===== src/rtl/mem_port_arbiter_pkg.sv =====
// Shared definitions for the memory port arbiter: state encoding,
// grant identifiers, default widths and the arbitration pick helper.
// Optional feature macro used by this slice: ARB_TIMEOUT_EN.
package mem_arb_pkg;

  localparam int DEF_AW   = 32;
  localparam int DEF_DW   = 32;
  localparam int DEF_TO_W = 8;

  typedef enum logic [1:0] {
    IDLE    = 2'b00,
    IF_BUSY = 2'b01,
    DM_BUSY = 2'b10
  } arb_state_t;

  localparam logic GNT_IF = 1'b0;
  localparam logic GNT_DM = 1'b1;

  // Data wins by default; fetch wins right after a data grant when both wait.
  function automatic logic arb_pick(input logic dm_req, input logic if_req,
                                    input logic last_dm);
    return (dm_req && !(last_dm && if_req)) ? GNT_DM : GNT_IF;
  endfunction

endpackage


===== src/rtl/mem_port_arbiter_if.sv =====
// Bundle of fetch, data and system bus signals around the arbiter.
// Optional feature macro affecting bus_err: ARB_TIMEOUT_EN.
//
// Handshake: a requester raises *_req with its fields stable and keeps them
// until the one-cycle *_ack; *_rdata is valid only in the ack cycle. The
// arbiter holds bus_req and all bus_* fields stable until the one-cycle
// bus_ack, with bus_rdata valid alongside bus_ack.
interface mem_port_arbiter_if #(
  parameter int AW = 32,
  parameter int DW = 32
);
  logic            if_req;
  logic [AW-1:0]   if_addr;
  logic            if_ack;
  logic [DW-1:0]   if_rdata;
  logic            if_stall_n;

  logic            dm_req;
  logic            dm_we;
  logic [AW-1:0]   dm_addr;
  logic [DW-1:0]   dm_wdata;
  logic [DW/8-1:0] dm_be;
  logic            dm_ack;
  logic [DW-1:0]   dm_rdata;
  logic            dm_stall_n;

  logic            bus_req;
  logic            bus_we;
  logic [AW-1:0]   bus_addr;
  logic [DW-1:0]   bus_wdata;
  logic [DW/8-1:0] bus_be;
  logic            bus_ack;
  logic [DW-1:0]   bus_rdata;
  logic            bus_err;

  modport slave (
    input  if_req, if_addr, dm_req, dm_we, dm_addr, dm_wdata, dm_be,
           bus_ack, bus_rdata,
    output if_ack, if_rdata, if_stall_n, dm_ack, dm_rdata, dm_stall_n,
           bus_req, bus_we, bus_addr, bus_wdata, bus_be, bus_err
  );

  modport master (
    output if_req, if_addr, dm_req, dm_we, dm_addr, dm_wdata, dm_be,
           bus_ack, bus_rdata,
    input  if_ack, if_rdata, if_stall_n, dm_ack, dm_rdata, dm_stall_n,
           bus_req, bus_we, bus_addr, bus_wdata, bus_be, bus_err
  );

endinterface


===== src/rtl/mem_port_arbiter_timeout.sv =====
// Bus timeout watchdog: counts busy cycles without bus_ack and flags a
// sticky error. Only built when ARB_TIMEOUT_EN is defined.
`ifdef ARB_TIMEOUT_EN
module arb_timeout #(
  parameter int TO_W = 8
) (
  input  logic clk,
  input  logic reset,
  input  logic busy,
  input  logic bus_ack,
  output logic expire,
  output logic err
);

  // Busy cycle k holds count k-1, so the increment that would reach all-ones
  // happens in busy cycle 2^TO_W-1; that cycle is the terminal one.
  localparam logic [TO_W-1:0] TERM = {TO_W{1'b1}} - 1'b1;

  logic [TO_W-1:0] cnt;
  logic            err_q;

  assign expire = busy & ~bus_ack & ~reset & (cnt == TERM);
  assign err    = err_q | expire;

  // Counter clears outside busy states and advances on every unacked busy cycle.
  always_ff @(posedge clk) begin
    if (reset || !busy) begin
      cnt <= '0;
    end else if (!bus_ack) begin
      cnt <= cnt + 1'b1;
    end
  end

  // Error stays set until reset once a transaction has timed out.
  always_ff @(posedge clk) begin
    if (reset) begin
      err_q <= 1'b0;
    end else if (expire) begin
      err_q <= 1'b1;
    end
  end

endmodule
`endif


===== src/rtl/mem_port_arbiter.sv =====
// Shares one external bus port between instruction fetch and data access,
// one outstanding transaction at a time, and produces active-low stalls.
// Optional feature macro: ARB_TIMEOUT_EN (bus watchdog with sticky bus_err).
module mem_port_arbiter
  import mem_arb_pkg::*;
#(
  parameter int AW   = DEF_AW,
  parameter int DW   = DEF_DW,
  parameter int TO_W = DEF_TO_W
) (
  input  logic                clk,
  input  logic                reset,
  mem_port_arbiter_if.slave   io,
  output arb_state_t          state,
  output logic                last_dm
);

  logic            bus_req_q;
  logic            bus_we_q;
  logic [AW-1:0]   bus_addr_q;
  logic [DW-1:0]   bus_wdata_q;
  logic [DW/8-1:0] bus_be_q;

  logic            to_expire;
  logic            err;
  logic            done;
  logic [DW-1:0]   done_rdata;
  logic            if_ack_c;
  logic            dm_ack_c;
  logic [DW-1:0]   if_rdata_c;
  logic [DW-1:0]   dm_rdata_c;

`ifdef ARB_TIMEOUT_EN
  arb_timeout #(.TO_W(TO_W)) u_timeout (
    .clk     (clk),
    .reset   (reset),
    .busy    (state != IDLE),
    .bus_ack (io.bus_ack),
    .expire  (to_expire),
    .err     (err)
  );
`else
  logic [TO_W-1:0] unused_to_w;
  assign unused_to_w = '0;
  assign to_expire   = 1'b0;
  assign err         = 1'b0;
`endif

  // A timed-out transaction completes with zero data instead of bus_rdata.
  assign done       = io.bus_ack | to_expire;
  assign done_rdata = io.bus_ack ? io.bus_rdata : '0;

  // Grant in IDLE, hold the bus fields while busy, release on completion.
  always_ff @(posedge clk) begin
    if (reset) begin
      state       <= IDLE;
      last_dm     <= 1'b0;
      bus_req_q   <= 1'b0;
      bus_we_q    <= 1'b0;
      bus_addr_q  <= '0;
      bus_wdata_q <= '0;
      bus_be_q    <= '0;
    end else begin
      case (state)
        IDLE: begin
          if (io.dm_req || io.if_req) begin
            bus_req_q <= 1'b1;
            if (arb_pick(io.dm_req, io.if_req, last_dm) == GNT_DM) begin
              state       <= DM_BUSY;
              last_dm     <= 1'b1;
              bus_we_q    <= io.dm_we;
              bus_addr_q  <= io.dm_addr;
              bus_wdata_q <= io.dm_wdata;
              bus_be_q    <= io.dm_be;
            end else begin
              state       <= IF_BUSY;
              last_dm     <= 1'b0;
              bus_we_q    <= 1'b0;
              bus_addr_q  <= io.if_addr;
              bus_wdata_q <= '0;
              bus_be_q    <= '1;
            end
          end
        end
        IF_BUSY, DM_BUSY: begin
          if (done) begin
            state     <= IDLE;
            bus_req_q <= 1'b0;
          end
        end
        default: begin
          state     <= IDLE;
          bus_req_q <= 1'b0;
        end
      endcase
    end
  end

  // Route completion to the granted requester only; acks are dropped in reset.
  always_comb begin
    if_ack_c   = 1'b0;
    dm_ack_c   = 1'b0;
    if_rdata_c = '0;
    dm_rdata_c = '0;
    if (!reset && done) begin
      if (state == IF_BUSY) begin
        if_ack_c   = 1'b1;
        if_rdata_c = done_rdata;
      end else if (state == DM_BUSY) begin
        dm_ack_c   = 1'b1;
        dm_rdata_c = done_rdata;
      end
    end
  end

  assign io.if_ack     = if_ack_c;
  assign io.if_rdata   = if_rdata_c;
  assign io.dm_ack     = dm_ack_c;
  assign io.dm_rdata   = dm_rdata_c;
  assign io.if_stall_n = ~(io.if_req & ~if_ack_c);
  assign io.dm_stall_n = ~(io.dm_req & ~dm_ack_c);

  assign io.bus_req   = bus_req_q;
  assign io.bus_we    = bus_we_q;
  assign io.bus_addr  = bus_addr_q;
  assign io.bus_wdata = bus_wdata_q;
  assign io.bus_be    = bus_be_q;
  assign io.bus_err   = err;

endmodule

===== src/flat_wrapper.sv =====
// flat-port wrapper written by rule: the top's interface ports become plain ports
module mem_port_arbiter_flat import mem_arb_pkg::*;
#(
  parameter int AW   = DEF_AW,
  parameter int DW   = DEF_DW,
  parameter int TO_W = DEF_TO_W
)
  (clk, reset, state, last_dm, io_if_req, io_if_addr, io_dm_req, io_dm_we, io_dm_addr, io_dm_wdata, io_dm_be, io_bus_ack, io_bus_rdata, io_if_ack, io_if_rdata, io_if_stall_n, io_dm_ack, io_dm_rdata, io_dm_stall_n, io_bus_req, io_bus_we, io_bus_addr, io_bus_wdata, io_bus_be, io_bus_err);
  mem_port_arbiter_if #(.AW(AW), .DW(DW)) io_i ();
  input  logic clk;
  input  logic reset;
  output arb_state_t state;
  output logic last_dm;
  input wire logic [$bits(io_i.if_req)-1:0] io_if_req;
  input wire logic [$bits(io_i.if_addr)-1:0] io_if_addr;
  input wire logic [$bits(io_i.dm_req)-1:0] io_dm_req;
  input wire logic [$bits(io_i.dm_we)-1:0] io_dm_we;
  input wire logic [$bits(io_i.dm_addr)-1:0] io_dm_addr;
  input wire logic [$bits(io_i.dm_wdata)-1:0] io_dm_wdata;
  input wire logic [$bits(io_i.dm_be)-1:0] io_dm_be;
  input wire logic [$bits(io_i.bus_ack)-1:0] io_bus_ack;
  input wire logic [$bits(io_i.bus_rdata)-1:0] io_bus_rdata;
  output wire logic [$bits(io_i.if_ack)-1:0] io_if_ack;
  output wire logic [$bits(io_i.if_rdata)-1:0] io_if_rdata;
  output wire logic [$bits(io_i.if_stall_n)-1:0] io_if_stall_n;
  output wire logic [$bits(io_i.dm_ack)-1:0] io_dm_ack;
  output wire logic [$bits(io_i.dm_rdata)-1:0] io_dm_rdata;
  output wire logic [$bits(io_i.dm_stall_n)-1:0] io_dm_stall_n;
  output wire logic [$bits(io_i.bus_req)-1:0] io_bus_req;
  output wire logic [$bits(io_i.bus_we)-1:0] io_bus_we;
  output wire logic [$bits(io_i.bus_addr)-1:0] io_bus_addr;
  output wire logic [$bits(io_i.bus_wdata)-1:0] io_bus_wdata;
  output wire logic [$bits(io_i.bus_be)-1:0] io_bus_be;
  output wire logic [$bits(io_i.bus_err)-1:0] io_bus_err;
  assign io_i.if_req = io_if_req;
  assign io_i.if_addr = io_if_addr;
  assign io_i.dm_req = io_dm_req;
  assign io_i.dm_we = io_dm_we;
  assign io_i.dm_addr = io_dm_addr;
  assign io_i.dm_wdata = io_dm_wdata;
  assign io_i.dm_be = io_dm_be;
  assign io_i.bus_ack = io_bus_ack;
  assign io_i.bus_rdata = io_bus_rdata;
  assign io_if_ack = io_i.if_ack;
  assign io_if_rdata = io_i.if_rdata;
  assign io_if_stall_n = io_i.if_stall_n;
  assign io_dm_ack = io_i.dm_ack;
  assign io_dm_rdata = io_i.dm_rdata;
  assign io_dm_stall_n = io_i.dm_stall_n;
  assign io_bus_req = io_i.bus_req;
  assign io_bus_we = io_i.bus_we;
  assign io_bus_addr = io_i.bus_addr;
  assign io_bus_wdata = io_i.bus_wdata;
  assign io_bus_be = io_i.bus_be;
  assign io_bus_err = io_i.bus_err;
  mem_port_arbiter #(.AW(AW), .DW(DW), .TO_W(TO_W)) u_core (.clk(clk), .reset(reset), .io(io_i), .state(state), .last_dm(last_dm));
endmodule

===== config.mk =====
export PLATFORM = sky130hd
export DESIGN_NAME = mem_port_arbiter_flat
export DESIGN_NICKNAME = d
export VERILOG_FILES = /design/src/rtl/mem_port_arbiter_pkg.sv /design/src/rtl/mem_port_arbiter_if.sv /design/src/rtl/mem_port_arbiter_timeout.sv /design/src/rtl/mem_port_arbiter.sv /design/src/flat_wrapper.sv
export SDC_FILE = /design/constraint.sdc
export NUM_CORES = 1
export LEC_CHECK = 0
export BUFFER_PORTS_ARGS = -buffer_cell sky130_fd_sc_hd__buf_2
export CAP_MARGIN = 20
export CORE_AREA = 2 2 108 110
export CTS_BUF_LIST = sky130_fd_sc_hd__clkbuf_8 sky130_fd_sc_hd__clkbuf_16
export CTS_CLUSTER_SIZE = 14
export DETAILED_ROUTE_END_ITERATION = 8
export DIE_AREA = 0 0 110 112
export HOLD_SLACK_MARGIN = 0.02
export PLACE_DENSITY = 0.65
export SLEW_MARGIN = 10
export SYNTH_ARGS = -nofsm -noshare
export SYNTH_HDL_FRONTEND = slang
export SYNTH_SLANG_ARGS = --single-unit

===== constraint.sdc =====
create_clock -name clk -period 1.8 [get_ports clk]
set_input_delay 0.18 -clock clk [delete_from_list [all_inputs] [get_ports clk]]
set_output_delay 0.18 -clock clk [all_outputs]
set_load 0.02 [all_outputs]

After elaboration in Yosys (flattened, before gate mapping)
Cells that the tools add are included.
- equal/unequal tests: 4
- multiplexer cells: 24
- bitwise operators: 6
- reductions and logical operators: 10
- operators by type and width (cell ; number):
    32-bit 2-to-1 mux ; 8
    1-bit 2-to-1 mux ; 10
    2-bit 2-to-1 mux ; 3
    4-bit 2-to-1 mux ; 1
    1-bit NOT ; 4
    2-bit case mux with 2 select lines ; 1
    2-bit AND reduction ; 2
    1-bit logical AND ; 3
    1-bit AND ; 2
    2-bit by 1-bit == test with 1-bit output (second input constant) ; 1
    2-bit == test (second input constant) ; 1
    1-bit zero test ; 2
    2-bit zero test ; 1
    2-bit by 1-bit inequality test with 1-bit output (second input constant) ; 1
    2-bit inequality test (second input constant) ; 1
    1-bit case mux with 2 select lines ; 1
    2-bit OR reduction ; 1
    1-bit logical OR ; 1
- flip-flop bits (word level): 73
- bits of input ports: 138
- output and inout bits: 142
- word-level logic and storage cells: 51

Longest topological paths before layout
- depth in word-level cells: 7
- depth in mapped cells: 8
- mapped depth without buffers: 5

Worst setup path after synthesis
Ideal clock, no wire load.
- kind: register to register
- from: register u_core.state[0]
- to: register u_core.bus_addr_q[10] (netlist: u_core.io.bus_addr[10])
- library setup time: 119 ps
- data arrival time: 1502 ps
- required time: 1681 ps
- path slack: 178 ps
- cell stages (with the launch flop): 9
- buffers on the path: 3
- clock period less this slack: 1622 ps
- path through: dfxtp_1 inv_1 ha_1 buf_2 o21a_1 buf_4 buf_2 o21ai_0 a21oi_1
- cells in the longest elaborated chain, start to end: 2
- RTL lines (element ; RTL line ; text):
    start, declared ; mem_port_arbiter.sv:14 ; output arb_state_t state,
    start signal, assigned ; mem_port_arbiter.sv:56 ; state <= IDLE;
    start signal, assigned ; mem_port_arbiter.sv:69 ; state <= DM_BUSY;
    start signal, assigned ; mem_port_arbiter.sv:76 ; state <= IF_BUSY;
    2-bit zero test ; mem_port_arbiter.sv:64 ; case (state)
    2-bit AND reduction (no source line) ; n/a ;
    end signal, assigned ; mem_port_arbiter.sv:72 ; bus_addr_q <= io.dm_addr;
    end signal, assigned ; mem_port_arbiter.sv:79 ; bus_addr_q <= io.if_addr;
    end, declared ; mem_port_arbiter.sv:20 ; logic [AW-1:0] bus_addr_q;
No other way between the ends.
A chain may end at the register's enable or synchronous reset.

Worst setup path after layout
- from: register u_core.state[1]
- to: output port io_dm_rdata[20]
- cells in the longest elaborated chain, start to end: 4
- elaborated cells between the ends (all ways): 5
- those cells by class: eq/ne (2); mux (3)
- RTL lines (element ; RTL line ; text):
    2-bit == test ; mem_port_arbiter.sv:109 ; end else if (state == DM_BUSY) begin
    32-bit 2-to-1 mux ; mem_port_arbiter.sv:109 ;
    32-bit 2-to-1 mux * ; mem_port_arbiter.sv:106 ; if (state == IF_BUSY) begin
    32-bit 2-to-1 mux * ; mem_port_arbiter.sv:105 ; if (!reset && done) begin
    end, declared ; flat_wrapper.sv:27 ; output wire logic [$bits(io_i.dm_rdata)-1:0] io_dm_rdata;
Every way passes the cells marked *; elsewhere a longest branch is shown, timed or not.

==> results.sh <==
export IMPL_outcome="finished, final reports clean"
export IMPL_num_vias=4116
export IMPL_power_mw=5.44
export IMPL_diodes=0
export IMPL_cts_clk_slew_worst_paths_ns=0.06
export IMPL_final_area_um2=5520
export IMPL_dpl_worst_slack_ns=0.0651
export IMPL_overflow=0
export IMPL_die_x_um=110
export IMPL_clk_insertion_delay_late_ns=0.33
export IMPL_regArea_um2=1470
export IMPL_multiInputGateArea_um2=1750
export IMPL_setup_viol=0
export IMPL_syn_area_um2=3330
export IMPL_tns_ns=0
export IMPL_gp_routability_congestion=0.837
export IMPL_synth_top_area_share_pct=43.8
export IMPL_drt_total_wl_mm=13.6
export IMPL_synth_edf_count=0
export IMPL_min_path_type="input port to flip-flop"
export IMPL_path_class="flip-flop to primary output"
export IMPL_worstPathRequired_ns=1.62
export IMPL_worst_ep_arrival_time_ns=1.61
export IMPL_p_leak_nw=2.92
export IMPL_dp_hpwl_mm=10.2
export IMPL_hold_violations=0
export IMPL_worst_r2r_cell_count=5
export IMPL_fin_crit_ns=1.79
export IMPL_netlist_instances=410
export IMPL_core_rowCount=39
export IMPL_start_util_pct=29.8
export IMPL_regToRegEndpoint="u_core.io.bus_be[2]"
export IMPL_postRouteAntennaNets=0
export IMPL_synth_area_leaders="dfxtp_1, a21oi_1, a32oi_1, and2_1, and3_1"
export IMPL_powerDensity_nw_per_um2=987
export IMPL_clkSinkCount=73
export IMPL_die_area_um2=12300
export IMPL_ys_top_cells_by_count="dfxtp_1, a21oi_1, nand2_1, o21ai_0, nor2_1"
export IMPL_ys_types=26
export IMPL_cts_made_buffers=9
export IMPL_final_core_util_pct=49.4
export IMPL_rsz0062_at_grt="yes"
export IMPL_ir_drop_mv=0.508
export IMPL_fillers=1062
export IMPL_areaGrowthSynthToFinish_pct=65.5
export IMPL_critical_path_max_stage_delay_ns=0.35
export IMPL_critical_path_startpoint_type="flip-flop"
export IMPL_antenna_found_initial=0
export IMPL_drive_above_1_share_pct=50.9
export IMPL_synthArstFlopShare_pct=0
export IMPL_worst_slack_ns=0.0123
export IMPL_wire_per_inst_um=16.6
export IMPL_syn_avg_cell_area_um2=8.13
export IMPL_yosysWarnings=0
export IMPL_core_um2=11200
export IMPL_ys_seq_elements=73
export IMPL_critPathSlowestCell="dfxtp_2"
export IMPL_dpl_instance_area_um2=4860
export IMPL_pin_count=280
export IMPL_drc=0
export IMPL_htreeDepth=3
export IMPL_die_y_um=112
export IMPL_drv_slew=0
export IMPL_fmax_mhz=559
export IMPL_fin_cells=823
export IMPL_crit_chain="inv_1 > ha_1 > nor2_4 > buf_12 > and2_1 > buf_6"
export IMPL_reg2reg_from="u_core.state[1]"
export IMPL_crit_path_end="io_dm_rdata[20]"
export IMPL_portBuffers=278
export IMPL_cp_startpoint="u_core.state[1]"
export IMPL_first_global_vias=3926
export IMPL_whs_ns=0.0873
export IMPL_yosysMostFrequentCell="dfxtp_1"
export IMPL_reg2reg_slack_ns=0.09
export IMPL_skew_ns=0.00564
export IMPL_drv_cap=0
export IMPL_synthFlopType="dfxtp_1"
export IMPL_cts_tree="built"
export IMPL_cts_max_path_buffers=2
export IMPL_grt_max_degree=38
export IMPL_dp_cells=804
export IMPL_grt_pass1_wl_mm=19.7
export IMPL_cts_root_buf="clkbuf_16"
export IMPL_yosysSeqAreaShare_pct=43.8
export IMPL_syn_num_nets=552
export IMPL_min_period_over_period_pct=99.3
export IMPL_end_kind="primary output"
export IMPL_drt_iter0_drc=317
export IMPL_synth_largest_area_cell="dfxtp_1"
export IMPL_cp_max_fo=16
export IMPL_drt_vias_per_instance=5.00
export IMPL_track_usage_pct=20.9
export IMPL_num_nets_final=817
export IMPL_first_pass_iters=4
==> cell families (layout without fill, tap and decap cells) <==
kind of cell    after synthesis  after routing  synth area share (%)
compound gates              144            144                  26.5
simple gates                142            142                  21.6
flops                        73             73                  43.8
buf+inv                      46            316                  6.49
fa+ha+maj                     4              4                  1.50
other cells                   1              1                 0.112
==> where the power goes <==
group / switching, mW / internal, mW / leakage, nW
Sequential: 0.0974 / 1.81 / 0.604
Clock: 0.692 / 1.36 / 0.170
Combinational: 0.928 / 0.559 / 2.15
==> worst max-delay path, delay by kind of cell, from the launching register on <==
family / cells / cell delay (ns)
adders and majority gates: 1 / 0.23
and+or+nand+nor: 2 / 0.33
buffers and inverters: 3 / 0.36
DFF: 1 / 0.35
==> final cells by class <==
type | count | share of cell area [%]
clock inverters | 7 | 2.13
repair buffers | 296 | 32.0
multi-input cells | 291 | 31.7
inverters | 4 | 0.272
well taps | 143 | 3.24
clock buffers | 9 | 4.08
flip-flops and latches | 73 | 26.6
==> placed cells by master (no fill, tap or decap), types with 2 or more instances in the layout <==
cell,instances
a32oi_1,33
and2_4,21
a21oi_1,68
buf_6,32
ha_1,3
clkbuf_16,9
o21ai_0,35
buf_4,15
buf_12,3
and3_1,32
nand3b_1,2
nor2_1,33
buf_2,246
inv_1,3
nand2b_1,2
and2_1,12
nand2_1,35
o221a_2,4
bufinv_16,3
clkinv_2,2
dfxtp_1,71
==> sequential cells by signal, summed over array words and instances, names as in the netlist <==
register	cells
u_core.state	2
u_core.io.bus_we	1
u_core.last_dm	1
u_core.io.bus_req	1
u_core.io.bus_wdata	32
u_core.io.bus_addr	32
u_core.io.bus_be	4
==> how the worst min path moves through the flow <==
stage | startpoint | endpoint | slack (ns) | cells after the start
after floorplan | io_if_addr[0] | u_core.io.bus_addr[0] | 0.31 | 2
after global placement | io_if_addr[4] | u_core.io.bus_addr[4] | 0.42 | 3
after detailed placement | io_if_addr[12] | u_core.io.bus_addr[12] | 0.43 | 3
after CTS | io_if_addr[12] | u_core.io.bus_addr[12] | 0.08 | 3
after global routing | io_if_addr[4] | u_core.io.bus_addr[4] | 0.09 | 3
final | io_if_addr[12] | u_core.io.bus_addr[12] | 0.09 | 3
==> timing repair <==
| action | CTS | global route |
|---|---|---|
| gates cloned | 1 | 0 |
| hold buffers | 0 | 0 |
| pin swaps | 2 | 2 |
| gates resized for setup | 66 | 28 |
| buffers inserted | 3 | 0 |
| setup endpoints to repair | 64 | 51 |
==> per-layer routing <==
| metal | track usage, % | part of all wire, % | vias to the layer above |
|---|---|---|---|
| met3 | 5.27 | 8.5 | 21 |
| met4 | 7.93 | 2.3 | 0 |
| met1 | 21.7 | 36 | 1919 |
| li1 | - | - | 1979 |
| met5 | 0 | 0 | - |
| met2 | 39.1 | 53 | 197 |
(Power assumes the default switching activity.)
